--- config.mk ---
export PLATFORM = sky130hd
export DESIGN_NAME = wishbone_board_slave_flat
export DESIGN_NICKNAME = d
export VERILOG_FILES = /design/src/rtl/wishbone_board_slave_if.sv /design/src/rtl/wishbone_board_slave.sv /design/src/flat_wrapper.sv
export SDC_FILE = /design/constraint.sdc
export NUM_CORES = 2
export LEC_CHECK = 0
export CORE_AREA = 4 4 505 507
export CTS_CLUSTER_SIZE = 25
export DETAILED_ROUTE_END_ITERATION = 8
export DIE_AREA = 0 0 509 511
export PLACE_DENSITY = 0.51
export SYNTH_ARGS = -nofsm -noshare
export SYNTH_HDL_FRONTEND = slang
export SYNTH_SLANG_ARGS = --single-unit
--- constraint.sdc ---
create_clock -name clk -period 18.4 [get_ports clk]
set_clock_uncertainty 0.2 [all_clocks]
set_input_delay 2.76 -clock clk [delete_from_list [all_inputs] [get_ports clk]]
set_output_delay 2.76 -clock clk [all_outputs]
set_load 0.02 [all_outputs]
--- src/rtl/wishbone_board_slave_if.sv ---
// Wishbone bus bundle between wishbone_master and the board RAM slave.
interface wishbone_if #(
  parameter int ADDR_W = 8,
  parameter int DATA_W = 8
);
  logic              cyc_i;
  logic              stb_i;
  logic              we_i;
  logic [ADDR_W-1:0] adr_i;
  logic [DATA_W-1:0] dat_i;
  logic [DATA_W-1:0] dat_o;
  logic              ack_o;
  logic              stall_o;

  modport slave  (input  cyc_i, stb_i, we_i, adr_i, dat_i,
                  output dat_o, ack_o, stall_o);
  modport master (output cyc_i, stb_i, we_i, adr_i, dat_i,
                  input  dat_o, ack_o, stall_o);
endinterface

--- src/rtl/wishbone_board_slave.sv ---
// Pipelined Wishbone slave over the game-board RAM, with a renderer read port
// and a clear sweep that zeroes the board while the bus is stalled.
module wishbone_board_slave #(
  parameter int ADDR_W      = 8,
  parameter int DATA_W      = 8,
  parameter int DEPTH       = 256,
  parameter int WAIT_STATES = 0
) (
  input  logic              clk,
  input  logic              rst,
  wishbone_if.slave         wb_slave,
  input  logic              clear_req,
  output logic              clear_busy,
  input  logic [ADDR_W-1:0] rd_addr,
  output logic [DATA_W-1:0] rd_data
);

  localparam int                CTR_W     = (DEPTH > 1) ? $clog2(DEPTH) : 1;
  localparam logic [CTR_W-1:0]  LAST      = CTR_W'(DEPTH - 1);
  localparam logic [ADDR_W:0]   DEPTH_L   = (ADDR_W + 1)'(DEPTH);
  localparam logic [3:0]        WAIT_INIT = 4'((WAIT_STATES > 0) ? WAIT_STATES - 1 : 0);

  typedef enum logic [1:0] {ST_CLEAR, ST_IDLE, ST_WAIT, ST_ACK} state_t;

  state_t            state, state_next;
  logic [CTR_W-1:0]  ctr, ctr_next;
  logic [3:0]        wcnt, wcnt_next;
  logic              latch, commit;

  logic [ADDR_W-1:0] adr_q;
  logic              we_q;
  logic [DATA_W-1:0] dat_q;
  logic [DATA_W-1:0] dat_out;

  logic [ADDR_W-1:0] txn_adr;
  logic              txn_we;
  logic [DATA_W-1:0] txn_dat;
  logic              txn_in_range;
  logic              rd_in_range;

  logic [DATA_W-1:0] mem [DEPTH];

  // The access is performed on the edge that enters ACK so that ack_o and
  // dat_o are both registered; with no wait states that edge is the accept
  // edge itself, so the live bus fields are used instead of the latched copy.
  always_comb begin
    txn_adr = (state == ST_IDLE) ? wb_slave.adr_i : adr_q;
    txn_we  = (state == ST_IDLE) ? wb_slave.we_i  : we_q;
    txn_dat = (state == ST_IDLE) ? wb_slave.dat_i : dat_q;
  end

  assign txn_in_range = ({1'b0, txn_adr} < DEPTH_L);
  assign rd_in_range  = ({1'b0, rd_addr} < DEPTH_L);

  always_comb begin
    state_next = state;
    ctr_next   = ctr;
    wcnt_next  = wcnt;
    latch      = 1'b0;
    commit     = 1'b0;
    case (state)
      ST_CLEAR: begin
        ctr_next = ctr + 1'b1;
        if (clear_req) begin
          ctr_next = '0;
        end else if (ctr == LAST) begin
          state_next = ST_IDLE;
          ctr_next   = '0;
        end
      end
      ST_IDLE: begin
        if (clear_req) begin
          state_next = ST_CLEAR;
          ctr_next   = '0;
        end else if (wb_slave.cyc_i && wb_slave.stb_i) begin
          latch = 1'b1;
          if (WAIT_STATES == 0) begin
            state_next = ST_ACK;
            commit     = 1'b1;
          end else begin
            state_next = ST_WAIT;
            wcnt_next  = WAIT_INIT;
          end
        end
      end
      ST_WAIT: begin
        if (clear_req) begin
          state_next = ST_CLEAR;
          ctr_next   = '0;
        end else if (!wb_slave.cyc_i) begin
          state_next = ST_IDLE;
        end else if (wcnt == 4'd0) begin
          state_next = ST_ACK;
          commit     = 1'b1;
        end else begin
          wcnt_next = wcnt - 1'b1;
        end
      end
      ST_ACK: begin
        if (clear_req) begin
          state_next = ST_CLEAR;
          ctr_next   = '0;
        end else begin
          state_next = ST_IDLE;
        end
      end
      default: state_next = ST_CLEAR;
    endcase
  end

  always_ff @(posedge clk) begin
    if (rst) begin
      state   <= ST_CLEAR;
      ctr     <= '0;
      wcnt    <= '0;
      adr_q   <= '0;
      we_q    <= 1'b0;
      dat_q   <= '0;
      dat_out <= '0;
      rd_data <= '0;
    end else begin
      state <= state_next;
      ctr   <= ctr_next;
      wcnt  <= wcnt_next;
      if (latch) begin
        adr_q <= wb_slave.adr_i;
        we_q  <= wb_slave.we_i;
        dat_q <= wb_slave.dat_i;
      end
      if (commit && !txn_we)
        dat_out <= txn_in_range ? mem[txn_adr] : '0;
      rd_data <= rd_in_range ? mem[rd_addr] : '0;
    end
  end

  always_ff @(posedge clk) begin
    if (!rst) begin
      if (state == ST_CLEAR)
        mem[ctr] <= '0;
      else if (commit && txn_we && txn_in_range)
        mem[txn_adr] <= txn_dat;
    end
  end

  assign wb_slave.dat_o   = dat_out;
  assign wb_slave.ack_o   = (state == ST_ACK);
  assign wb_slave.stall_o = (state != ST_IDLE);
  assign clear_busy       = (state == ST_CLEAR);

endmodule

--- src/flat_wrapper.sv ---
// flat-port wrapper written by rule: the top's interface ports become plain ports
module wishbone_board_slave_flat 
#(
  parameter int ADDR_W      = 8,
  parameter int DATA_W      = 8,
  parameter int DEPTH       = 256,
  parameter int WAIT_STATES = 0
)
  (clk, rst, clear_req, clear_busy, rd_addr, rd_data, wb_slave_cyc_i, wb_slave_stb_i, wb_slave_we_i, wb_slave_adr_i, wb_slave_dat_i, wb_slave_dat_o, wb_slave_ack_o, wb_slave_stall_o);
  wishbone_if #(.ADDR_W(ADDR_W), .DATA_W(DATA_W)) wb_slave_i ();
  input  logic clk;
  input  logic rst;
  input  logic clear_req;
  output logic clear_busy;
  input  logic [ADDR_W-1:0] rd_addr;
  output logic [DATA_W-1:0] rd_data;
  input wire logic [$bits(wb_slave_i.cyc_i)-1:0] wb_slave_cyc_i;
  input wire logic [$bits(wb_slave_i.stb_i)-1:0] wb_slave_stb_i;
  input wire logic [$bits(wb_slave_i.we_i)-1:0] wb_slave_we_i;
  input wire logic [$bits(wb_slave_i.adr_i)-1:0] wb_slave_adr_i;
  input wire logic [$bits(wb_slave_i.dat_i)-1:0] wb_slave_dat_i;
  output wire logic [$bits(wb_slave_i.dat_o)-1:0] wb_slave_dat_o;
  output wire logic [$bits(wb_slave_i.ack_o)-1:0] wb_slave_ack_o;
  output wire logic [$bits(wb_slave_i.stall_o)-1:0] wb_slave_stall_o;
  assign wb_slave_i.cyc_i = wb_slave_cyc_i;
  assign wb_slave_i.stb_i = wb_slave_stb_i;
  assign wb_slave_i.we_i = wb_slave_we_i;
  assign wb_slave_i.adr_i = wb_slave_adr_i;
  assign wb_slave_i.dat_i = wb_slave_dat_i;
  assign wb_slave_dat_o = wb_slave_i.dat_o;
  assign wb_slave_ack_o = wb_slave_i.ack_o;
  assign wb_slave_stall_o = wb_slave_i.stall_o;
  wishbone_board_slave #(.ADDR_W(ADDR_W), .DATA_W(DATA_W), .DEPTH(DEPTH), .WAIT_STATES(WAIT_STATES)) u_core (.clk(clk), .rst(rst), .wb_slave(wb_slave_i), .clear_req(clear_req), .clear_busy(clear_busy), .rd_addr(rd_addr), .rd_data(rd_data));
endmodule
==> out/qor.csv <==
stage,metric,value,unit
outcome,status,completed,
timing,drv_slew,0,
floorplanning,die_y,511,um
critical_path,path_cells,clkdlybuf4s50_1 > mux2_8 > buf_4 > buf_4 > buf_4 > buf_4 > mux2i_1 > o221ai_1 > a21oi_1 > or4_1 > nand4_1 > o221ai_1 > a311oi_1,
cells_and_area,fin_util,44.4,%
timing,relSlewSlack,3.61,%
global_route,grt_pass1_wl,513000,um
route,avgViaCountPerCell,6.48,
synth,synth_seq_cells,2095,
route,drt_pass1_iterations,6,
route,ant_nets,0,
timing,rsz0062_at_grt,false,
clock_network,clkSinkCount,2095,
route,drt_iter0_drc,9175,
power,pwr_density_cell,97.0,nW/um^2
global_route,gr-total-overflow,0,
floorplanning,die_area,260000,um^2
power,p_leak,33.7,nW
synth,synth_top_cells_by_count,"edfxtp_1, nand2_1, mux4_2, mux2i_1, nand3_1",
global_route,antenna_found_initial,27,
critical_path,critPathLaunchType,input pin,
route,drc,0,
critical_path,cp_data_arrival_time,9.19,ns
timing,fin_setup_tns,0,ns
synth,synthCells,6663,
route,wl_per_cell,36.5,um
synth,synth_area_leader_cell,edfxtp_1,
clock_network,cts_tree,done,
route,dr_wl_met2,167000,um
synth,ys_warn_count,0,
timing,hold_viol,0,
timing,fin_hold_ws,0.257,ns
synth,synthesis.nets,6700,
global_route,grtUsageTotal,27.8,%
route,wl_met3,36000,um
placed_design,pre_cts_ws,9.12,ns
synth,synth_edf_count,2048,
cells_and_area,drive_above_1_share,19.6,%
clock_network,cts_hold_buffers,0,
clock_network,cts_resized,0,
timing,worst_slack,9.82,ns
synth,ys.flop_type,edfxtp_1,
route,vias,65600,
clock_network,clock_latency,0.91,ns
critical_path,cp-end-kind,register,
timing,period_minus_slack,8.58,ns
cells_and_area,nNetsFinal,6603,
job,cap_violations,0,
synth,ys_seq_area_share,62.5,%
timing,fin_crit_sh,46.6,%
route,routed_wl,370000,um
synth,synthTopCellsByArea,"edfxtp_1, mux4_2, mux2i_1",
route,highest_layer,met5,
critical_path,cp_max_fo,77,
placed_design,dp_hpwl,234000,um
floorplanning,fp.dieW,509,um
critical_path,crit_type,input pin to register,
synth,synth.avg_cell_area,15.0,um^2
floorplanning,start_util,39.9,%
timing,setup_viol,0,
clock_network,clk_pin_slew,0.06,ns
timing,tightest_slew,1.44,ns
global_route,grt_pass1_vias,62600,
synth,synthArstFlopShare,0,%
floorplanning,core-area,250000,um^2
critical_path,cp_common_cell,buf_4,
clock_network,post_cts.repair.setup_buffers,0,
floorplanning,io-pin-count,49,
critical_path,cpPeakStageDelay,0.80,ns
clock_network,numCtsBuffers,227,
placed_design,place.gp.congestion,0.868,
clock_network,cts_buffer_depth,3,
worst_hold_path,hold_class,register to register,
synth,syn-cell-area,99900,um^2
route,wl_met1,152000,um
power,ir_drop,0.0000984,V
cells_and_area,fillers,22200,
timing,fmaxAchievable,0.117,GHz
floorplanning,row_count,184,
critical_path,critPathSlowestCell,buf_4,
clock_network,htree_levels,4,
critical_path,critPathRequiredTime,19.00,ns
cells_and_area,syn2layout_area_growth,11.4,%
clock_network,cts_root_buf,clkbuf_16,
synth,synth_cell_type_count,59,
placed_design,io_buffers,48,
global_route,grt_max_degree,181,
synth,yosysMostFrequentCell,edfxtp_1,
synth,synth.top_cell.area_share,61.6,%
critical path: cells and delay by family:
kind,cells,cell delay [ns]
AOI/OAI and AO/OA,4,0.84
muxes,2,0.86
and+or+nand+nor,2,0.81
buffers and inverters,5,3.60
per-layer routing:
metal / vias up / GRT usage [%]
li1: 26400 / -
met4: 6 / 9.87
met2: 3775 / 41.8
met5: - / 0
met1: 34800 / 40.2
met3: 584 / 5.69
path summary, 6_finish.rpt:
path                                    to  slack [ns]  cells after the start               from
setup / recovery  u_core.wb_slave.dat_o[7]        9.82                     13  wb_slave_adr_i[0]
hold / removal             u_core.dat_q[0]        0.26                      2    u_core.dat_q[0]
setup reg to reg  u_core.wb_slave.dat_o[7]       11.54                     14    u_core.state[1]
hold reg to reg            u_core.dat_q[0]        0.26                      2    u_core.dat_q[0]
where the power goes:
part           internal, mW  switching (mW)
Sequential             5.16         0.00983
Combinational         0.275           0.712
Clock                  2.64            2.00
cell families after synthesis:
family / share of synthesized area, %
flops: 62.5
compound gates: 5.10
simple gates: 8.78
buf+inv: 2.59
fa+ha+maj: 0.0877
mux: 20.9
xor+xnor: 0.0438
flip-flops by register name, indices dropped and copies added, names as in the netlist:
register,count
u_core.adr_q,8
u_core.ctr,8
u_core.dat_q,8
u_core.mem,2048
u_core.rd_data,8
u_core.state,2
u_core.wb_slave.dat_o,8
u_core.wcnt,4
u_core.we_q,1
per-stage QoR:
| stage | cell area, um^2 | total power [mW] | cells |
|---|---|---|---|
| after global routing | 111000 | 11.1 | 10100 |
| after global placement | 104000 | 6.24 | 9684 |
| after floorplan | 99900 | 5.83 | 6663 |
| after detailed placement | 104000 | 6.24 | 9685 |
| after CTS | 111000 | 10.8 | 10100 |
| final | 111000 | 10.8 | 10100 |
layout make-up:
type                    count  area, um^2  area share [%]
diodes                      8        20.0          0.0180
clock buffers             298        6120            5.50
clock inverters           133        1350            1.21
inverters                  16        60.1          0.0540
multi-input cells        4006       35200            31.6
flip-flops and latches   2095       62400            56.1
well taps                3348        4190            3.77
repair buffers            220        1920            1.73
placed cells by master (no fill, tap or decap), types with 16 or more instances in the layout:
master	n
o22ai_1	43
clkinv_1	47
clkinv_2	37
a31oi_1	58
nand3_1	363
clkdlybuf4s50_1	41
buf_4	160
o221ai_1	159
bufinv_16	21
and3_1	31
or2_2	29
a21oi_1	339
nor4_1	39
o21ai_0	70
o211ai_1	19
nor3_1	88
nand4_1	40
nor2_1	310
edfxtp_1	2048
dfxtp_1	47
nand2_1	1080
mux4_2	741
mux2i_1	402
clkbuf_1	56
clkbuf_16	229
a211oi_1	29
inv_1	16
Power figures use the tool's default switching activity.
